**src/rtl/alu_arbiter.sv**
```systemverilog
// alu_arbiter: round-robin arbiter sharing one combinational ALU between two requesters.
// Optional macro ALU_ARB_LOCK_EN adds req0_lock/req1_lock to hold the grant across chained ops.
module alu_arbiter #(
    parameter int WORDSIZE = 16,
    parameter int FLAGW    = 8
) (
    input  logic                clk,
    input  logic                rst,
    input  logic                req0_valid,
    output logic                req0_ready,
    input  logic [3:0]          req0_op,
    input  logic [WORDSIZE-1:0] req0_a,
    input  logic [WORDSIZE-1:0] req0_b,
`ifdef ALU_ARB_LOCK_EN
    input  logic                req0_lock,
    input  logic                req1_lock,
`endif
    input  logic                req1_valid,
    output logic                req1_ready,
    input  logic [3:0]          req1_op,
    input  logic [WORDSIZE-1:0] req1_a,
    input  logic [WORDSIZE-1:0] req1_b,
    output logic                rsp0_valid,
    input  logic                rsp0_ready,
    output logic [WORDSIZE-1:0] rsp0_result,
    output logic [FLAGW-1:0]    rsp0_flags,
    output logic                rsp0_err,
    output logic                rsp1_valid,
    input  logic                rsp1_ready,
    output logic [WORDSIZE-1:0] rsp1_result,
    output logic [FLAGW-1:0]    rsp1_flags,
    output logic                rsp1_err,
    output logic [3:0]          alu_op,
    output logic [WORDSIZE-1:0] alu_a,
    output logic [WORDSIZE-1:0] alu_b,
    input  logic [WORDSIZE-1:0] alu_result,
    input  logic [FLAGW-1:0]    alu_flags,
    output logic                busy
);

    typedef enum logic [1:0] {S_IDLE, S_EXEC, S_RESP} state_t;

    state_t                r_state;
    state_t                w_next;
    logic                  r_last;
    logic                  r_gnt;
    logic [3:0]            r_op;
    logic [WORDSIZE-1:0]   r_a;
    logic [WORDSIZE-1:0]   r_b;
    logic [WORDSIZE-1:0]   r_result;
    logic [FLAGW-1:0]      r_flags;
    logic                  r_err;

    logic w_any;
    logic w_sel;
    logic w_take;
    logic w_rsv;
    logic w_rsp_hs;
    logic w_lock_hold;

`ifdef ALU_ARB_LOCK_EN
    logic r_locked;
    logic r_lock_pend;
    // The lock owner is always the last granted requester.
    assign w_lock_hold = r_locked & (r_last ? req1_valid : req0_valid);
`else
    assign w_lock_hold = 1'b0;
`endif

    assign w_any    = req0_valid | req1_valid;
    assign w_sel    = w_lock_hold ? r_last
                    : (req0_valid & req1_valid) ? ~r_last
                    : req1_valid;
    assign w_rsv    = (r_op >= 4'hD);
    assign w_rsp_hs = r_gnt ? rsp1_ready : rsp0_ready;

    always_comb begin
        w_next      = r_state;
        w_take      = 1'b0;
        req0_ready  = 1'b0;
        req1_ready  = 1'b0;
        rsp0_valid  = 1'b0;
        rsp0_result = '0;
        rsp0_flags  = '0;
        rsp0_err    = 1'b0;
        rsp1_valid  = 1'b0;
        rsp1_result = '0;
        rsp1_flags  = '0;
        rsp1_err    = 1'b0;
        alu_op      = 4'h0;
        alu_a       = '0;
        alu_b       = '0;
        busy        = 1'b0;
        if (!rst) begin
            unique case (r_state)
                S_IDLE: begin
                    req0_ready = w_any & ~w_sel;
                    req1_ready = w_any & w_sel;
                    w_take     = w_any;
                    if (w_any) w_next = S_EXEC;
                end
                S_EXEC: begin
                    busy = 1'b1;
                    if (!w_rsv) begin
                        alu_op = r_op;
                        alu_a  = r_a;
                        alu_b  = r_b;
                    end
                    w_next = S_RESP;
                end
                S_RESP: begin
                    busy = 1'b1;
                    if (r_gnt) begin
                        rsp1_valid  = 1'b1;
                        rsp1_result = r_result;
                        rsp1_flags  = r_flags;
                        rsp1_err    = r_err;
                    end else begin
                        rsp0_valid  = 1'b1;
                        rsp0_result = r_result;
                        rsp0_flags  = r_flags;
                        rsp0_err    = r_err;
                    end
                    if (w_rsp_hs) w_next = S_IDLE;
                end
                default: w_next = S_IDLE;
            endcase
        end
    end

    always_ff @(posedge clk) begin
        if (rst) begin
            r_state  <= S_IDLE;
            r_last   <= 1'b1;
            r_gnt    <= 1'b0;
            r_op     <= 4'h0;
            r_a      <= '0;
            r_b      <= '0;
            r_result <= '0;
            r_flags  <= '0;
            r_err    <= 1'b0;
`ifdef ALU_ARB_LOCK_EN
            r_locked    <= 1'b0;
            r_lock_pend <= 1'b0;
`endif
        end else begin
            r_state <= w_next;
            if (w_take) begin
                r_gnt <= w_sel;
                r_op  <= w_sel ? req1_op : req0_op;
                r_a   <= w_sel ? req1_a : req0_a;
                r_b   <= w_sel ? req1_b : req0_b;
`ifdef ALU_ARB_LOCK_EN
                r_lock_pend <= w_sel ? req1_lock : req0_lock;
`endif
            end
            if (r_state == S_EXEC) begin
                r_result <= w_rsv ? '0 : alu_result;
                r_flags  <= w_rsv ? '0 : alu_flags;
                r_err    <= w_rsv;
            end
            if (r_state == S_RESP && w_rsp_hs) begin
                r_last <= r_gnt;
`ifdef ALU_ARB_LOCK_EN
                r_locked <= r_lock_pend;
`endif
            end
`ifdef ALU_ARB_LOCK_EN
            // Owner went idle: release so round-robin resumes.
            if (r_state == S_IDLE && r_locked && !w_lock_hold)
                r_locked <= 1'b0;
`endif
        end
    end

endmodule

```
**config.mk**
```make
export PLATFORM = sky130hd
export DESIGN_NAME = alu_arbiter
export DESIGN_NICKNAME = d
export VERILOG_FILES = /design/src/rtl/alu_arbiter.sv
export SDC_FILE = /design/constraint.sdc
export NUM_CORES = 1
export LEC_CHECK = 0
export CAP_MARGIN = 20
export CELL_PAD_IN_SITES_DETAIL_PLACEMENT = 1
export CELL_PAD_IN_SITES_GLOBAL_PLACEMENT = 1
export CORE_UTILIZATION = 29
export DETAILED_ROUTE_END_ITERATION = 12
export PLACE_DENSITY_LB_ADDON = 0.1
export SYNTH_ARGS = -nofsm -noshare
export SYNTH_HDL_FRONTEND = slang
export SYNTH_SLANG_ARGS = --single-unit
```
**constraint.sdc**
```tcl
create_clock -name clk -period 3.7 [get_ports clk]
set_clock_uncertainty 0.05 [all_clocks]
set_input_delay 0.74 -clock clk [delete_from_list [all_inputs] [get_ports clk]]
set_output_delay 0.74 -clock clk [all_outputs]
set_load 0.05 [all_outputs]
```
==> impl_metrics.env, run 1 <==
export IMPL_place_inst=665
export IMPL_numPortBuffers=192
export IMPL_outcome="finished clean"
export IMPL_ir_drop_uv=260
export IMPL_cts_root_buf="clkbuf_16"
export IMPL_grt_usage_pct=19.1
export IMPL_routed_wl_um=11200
export IMPL_reg2reg_slack_ns=1.66
export IMPL_dieArea_um2=12000
export IMPL_ioPinCount=193
export IMPL_leakage_uw=0.00257
export IMPL_initial_core_util_pct=30.4
export IMPL_synth_edff_count=0
export IMPL_fin_crit_ns=3.00
export IMPL_worstPathMaxFanout=26
export IMPL_syn2layout_area_growth_pct=94.8
export IMPL_routabilityCongestion=0.731
export IMPL_p_clk_share_pct=32.4
export IMPL_grt_pass1_vias=3517
export IMPL_avgSynthCellArea_um2=9.45
export IMPL_synth_cell_types=26
export IMPL_yosysWarnings=0
export IMPL_fin_crit_sh_pct=81.0
export IMPL_numCtsBuffers=9
export IMPL_sequentialPowerShare_pct=36.3
export IMPL_firstDrtPassIters=4
export IMPL_synth_nets=462
export IMPL_hold_buffers=0
export IMPL_antenna_found_initial=0
export IMPL_relSlewSlack_pct=33.1
export IMPL_synthCells=355
export IMPL_synth_flop_cell="dfxtp_1"
export IMPL_post_cts_buffers=0
export IMPL_row_count=38
export IMPL_synth_cell_area_um2=3350
export IMPL_worstSetupStartpointType="input port"
export IMPL_cp_arrival_ns=2.21
export IMPL_rsz0062_at_grt="no"
export IMPL_fp_dieH_um=110
export IMPL_setup_viol=0
export IMPL_insertion_delay_ns=0.32
export IMPL_swShare_pct=30.9
export IMPL_cts_tree="built"
export IMPL_die_x_um=110
export IMPL_clkTransAtPathRegs_ns=0.05
export IMPL_cts_max_level=3
export IMPL_fin_nets=643
export IMPL_hold_path_class="reg -> reg"
export IMPL_fin_area_um2=6540
export IMPL_fmax_mhz=334
export IMPL_finalNonFillerCells=680
export IMPL_multi_input_area_um2=1870
export IMPL_cap_violations=0
export IMPL_clockBufferDepth=2
export IMPL_final_hold_violation_count=0
export IMPL_dpl_hpwl_um=8510
export IMPL_tightest_slew_ns=1.00
export IMPL_slew_viol_final=0
export IMPL_cts_resized=0
export IMPL_combPwrFrac_pct=31.4
export IMPL_wl_per_cell_um=16.5
export IMPL_antenna_left=0
export IMPL_core_area_um2=11000
export IMPL_drt_iter0_drc=86
export IMPL_async_flop_share_pct=0
export IMPL_regArea_um2=1300
export IMPL_placed_area_um2=6250
export IMPL_drive_above_1_share_pct=22.6
export IMPL_synth_seq_cells=65
export IMPL_num_vias=3355
export IMPL_detail_route_vias_per_cell=4.93
export IMPL_path_class="in -> out"
export IMPL_total_power_uw=2460
export IMPL_gr_total_overflow=0
export IMPL_grt_pass1_wl_um=17700
export IMPL_power_density_nw_per_um2=376
export IMPL_switchingPower_uw=761
export IMPL_end_kind="output pin"
export IMPL_required_ns=2.91
export IMPL_tns_ns=0
export IMPL_synth_seq_area_share_pct=38.8
export IMPL_p_int_uw=1700
export IMPL_drc=0
export IMPL_antennaDiodeCount=0
export IMPL_grt_max_degree=38
export IMPL_preCtsSetupSlack_ns=0.653
export IMPL_fillers=1156
export IMPL_numClockSinks=65
export IMPL_postLayoutSetupSlackWorst_ns=0.702
path summary, 6_finish.rpt:
path	from	endpoint	cells after the start
max	rst	rsp1_flags[7]	4
min	r_flags[6]	r_flags[6]	1
max reg2reg	r_state[0]	r_b[15]	6
min reg2reg	r_flags[6]	r_flags[6]	1
cell usage after synthesis (all sizes together) (2+ instances only):
cell / number / area [um2]
a211oi: 36 / 270
a21oi: 39 / 195
a22o: 24 / 210
and2: 87 / 544
buf: 21 / 150
clkbuf: 13 / 48.8
dfxtp: 65 / 1300
ha: 5 / 62.6
inv: 2 / 7.51
mux2i: 40 / 400
nand2: 2 / 7.51
nand2b: 4 / 25.0
nor2: 3 / 11.3
nor2b: 3 / 18.8
nor3b: 2 / 25.0
cell families (layout without fill, tap and decap cells):
logic type / after synthesis / after routing / synth area share, %
AO/OA/AOI/OAI: 105 / 105 / 21.7
adder cells (fa/ha/maj): 5 / 5 / 1.86
buffers and inverters: 36 / 221 / 6.15
flip-flops: 65 / 65 / 38.8
multiplexers: 40 / 40 / 11.9
AND/OR/NAND/NOR: 104 / 104 / 19.6
power by group through the flow:
stage / clock (uW) / sequential [uW] / combinational, uW
3_3_place_gp: 0 / 899 / 756
4_1_cts: 816 / 894 / 783
3_5_place_dp: 0 / 907 / 780
6_report: 796 / 892 / 772
5_1_grt: 843 / 908 / 837
2_1_floorplan: 0 / 877 / 468
per-layer routing:
metal / global-route usage (%) / vias to the layer above / share of wire, %
li1: - / 1621 / -
met1: 22.3 / 1578 / 41
met2: 33.1 / 141 / 49
met3: 5.33 / 15 / 7.7
met4: 7.62 / 0 / 1.7
met5: 0 / - / 0
cell type report:
class	count	share of cell area, %
well taps	140	2.68
multi-input cells	254	28.6
clock inverters	2	0.191
clock buffers	13	4.14
inverters	2	0.115
flip-flops and latches	65	19.9
repair buffers	204	44.3
worst max-delay path, stage by stage:
cell and delay, ns:
buf_2 0.24, and3b_1 0.79, and2_1 0.28, buf_12 0.15
stage by stage:
step	hold slack (ns)	util (%)
after floorplan	0.398	-
after global placement	0.415	56.7
after detailed placement	0.413	56.7
after CTS	0.435	59.2
after global routing	0.461	59.2
final	0.428	59.2
state kept, by name, summed over array words and instances, names as in the netlist:
signal	count
r_gnt	1
r_flags	8
r_op	4
r_err	1
r_a	16
r_b	16
r_result	16
r_last	1
r_state	2
layout by cell type, fill, tap and decap left out:
cell and instances:
o21ai_0 1, and2_1 87, nor2_1 2, o211a_1 1
inv_1 2, a22oi_1 1, nor2_2 1, nor3b_2 1
a21oi_1 39, clkbuf_16 9, clkbuf_1 1, a21bo_2 1
or2_1 1, buf_4 12, dfxtp_1 65, clkbuf_8 3
nor3b_4 1, clkinv_2 1, buf_12 89, a21boi_4 1
and4b_1 1, nor2b_4 1, mux2i_1 40, a211oi_1 36
nand2b_1 4, ha_1 5, nand2_1 2, nor2b_1 2
and3b_1 1, o21bai_1 1, clkdlybuf4s50_1 102, clkinvlp_4 1
buf_2 1, a22o_1 24
(Power assumes the default switching activity.)
==> run 2: changes to the inputs <==
- CORE_UTILIZATION: 29 -> 27
- clock period: 3.7 -> 2.8 ns (I/O delays scaled with it)
==> run 2 against run 1 <==
  * First-iteration DRC count is 8.1% lower
  * Sequential share of layout area is 0.29 points lower
  * Utilization is 4.3 points lower
  * Die area is 7.3% higher
  * Combinational power is 33% higher
  * Setup slack worse by 0.55 ns
  * Count of clock-buffer cells in the layout is 2 lower
  * Via count is 0.51% lower
  * Worst hold slack better by 0.0044 ns
  * Clock power is 58% higher
  * Power is 41% higher
  * Design area is 1.5% higher
  * Critical endpoint is now alu_a[2]
  * Largest power group is now the clock network
  * Highest routed layer unchanged
==> impl_metrics.env, run 2 (synthesized netlist as in run 1, its figures left out) <==
export IMPL_grt_usage_pct=17.7
export IMPL_hold_buffers=0
export IMPL_total_power_uw=3460
export IMPL_largestRegisters="r_a: 16 flops, r_b: 16 flops, r_result: 16 flops"
export IMPL_numClockSinks=65
export IMPL_cts_max_level=3
export IMPL_rsz0062_at_grt="no"
export IMPL_worstPathMaxFanout=23
export IMPL_path_class="reg -> out"
export IMPL_clkTransAtPathRegs_ns=0.06
export IMPL_fmax_mhz=377
export IMPL_final_cell_mix="clkdlybuf4s50_1, buf_12, and2_1, dfxtp_1, mux2i_1"
export IMPL_detail_route_vias_per_cell=4.71
export IMPL_crit_chain="inv_1 -> ha_1 -> nor3b_4 -> buf_4 -> and2_1 -> buf_12"
export IMPL_cap_violations=0
export IMPL_dpl_hpwl_um=8200
export IMPL_placed_area_um2=6290
export IMPL_slew_viol_final=0
export IMPL_hold_path_class="reg -> reg"
export IMPL_regArea_um2=1300
export IMPL_tightest_slew_ns=1.02
export IMPL_syn2layout_area_growth_pct=97.7
export IMPL_fp_dieH_um=113
export IMPL_antenna_found_initial=0
export IMPL_fin_area_um2=6630
export IMPL_gr_total_overflow=0
export IMPL_die_x_um=113
export IMPL_clockBufferDepth=2
export IMPL_end_kind="output pin"
export IMPL_multi_input_area_um2=1870
export IMPL_firstDrtPassIters=4
export IMPL_power_density_nw_per_um2=521
export IMPL_leakage_uw=0.00259
export IMPL_fin_nets=642
export IMPL_initial_core_util_pct=27.8
export IMPL_numCtsBuffers=9
export IMPL_cp_slowest_cell="dfxtp_1"
export IMPL_cts_tree="built"
export IMPL_numPortBuffers=192
export IMPL_grt_max_degree=38
export IMPL_drc=0
export IMPL_wl_per_cell_um=15.5
export IMPL_num_vias=3338
export IMPL_grt_pass1_wl_um=17700
export IMPL_core_area_um2=12100
export IMPL_grt_pass1_vias=3427
export IMPL_row_count=40
export IMPL_final_hold_violation_count=0
export IMPL_tns_ns=0
export IMPL_insertion_delay_ns=0.33
export IMPL_setup_viol=0
export IMPL_outcome="finished clean"
export IMPL_slowest_delay_ns=0.33
export IMPL_final_common_cell="clkdlybuf4s50_1"
export IMPL_post_cts_buffers=0
export IMPL_routabilityCongestion=0.697
export IMPL_ioPinCount=193
export IMPL_worstSetupStartpointType="register"
export IMPL_antennaDiodeCount=0
export IMPL_drive_above_1_share_pct=23.1
export IMPL_cp_arrival_ns=2.04
export IMPL_fin_crit_sh_pct=94.7
export IMPL_fin_crit_ns=2.65
export IMPL_ir_drop_uv=285
export IMPL_fillers=1232
export IMPL_drt_iter0_drc=79
export IMPL_routed_wl_um=11000
export IMPL_cts_root_buf="clkbuf_16"
export IMPL_cts_resized=0
export IMPL_whs_ns=0.433
export IMPL_required_ns=2.19
export IMPL_relSlewSlack_pct=32.1
export IMPL_antenna_left=0
export IMPL_dieArea_um2=12900
run 2: path summary, 6_finish.rpt:
path	start	end	slack, ns	cells after the start
max	r_state[1]	alu_a[2]	0.15	6
min	r_result[2]	r_result[2]	0.43	1
max reg2reg	r_state[1]	r_result[9]	0.88	4
min reg2reg	r_result[2]	r_result[2]	0.43	1
run 2: area by class of cell:
cell class / instances / share of cell area, %
clock buffers: 11 / 3.81
clock inverters: 5 / 1.28
inverters: 2 / 0.113
multi-input cells: 254 / 28.1
flip-flops and latches: 65 / 19.6
well taps: 168 / 3.17
repair buffers: 203 / 43.9
run 2: worst max-delay path, delay by kind of cell, from the launching register on:
kind	cells	cell delay [ns]
adder cells (fa/ha/maj)	1	0.28
buffers and inverters	3	0.59
AND/OR/NAND/NOR	2	0.51
flip-flops	1	0.33
run 2: metal layers:
layer	vias up	track usage (%)	share of wire (%)
met5	-	0	0
met4	0	5.26	0.91
met3	7	5.37	6.6
met2	123	30.6	49
met1	1586	20.9	44
li1	1622	-	-
run 2: report_power, final:
part | total, uW | internal, uW | switching, uW
clock | 1260 | 834 | 424
sequential | 1170 | 1080 | 94.5
combinational | 1030 | 502 | 524
total | 3460 | 2420 | 1040
run 2: metrics by stage:
stage          instances  util [%]  worst slack, ns
2_1_floorplan        355         -            0.139
3_3_place_gp         692      52.2            0.376
3_5_place_dp         692      52.2            0.384
4_1_cts              708      55.0           0.0954
5_1_grt              708      55.0           0.0137
6_report             708      55.0            0.149
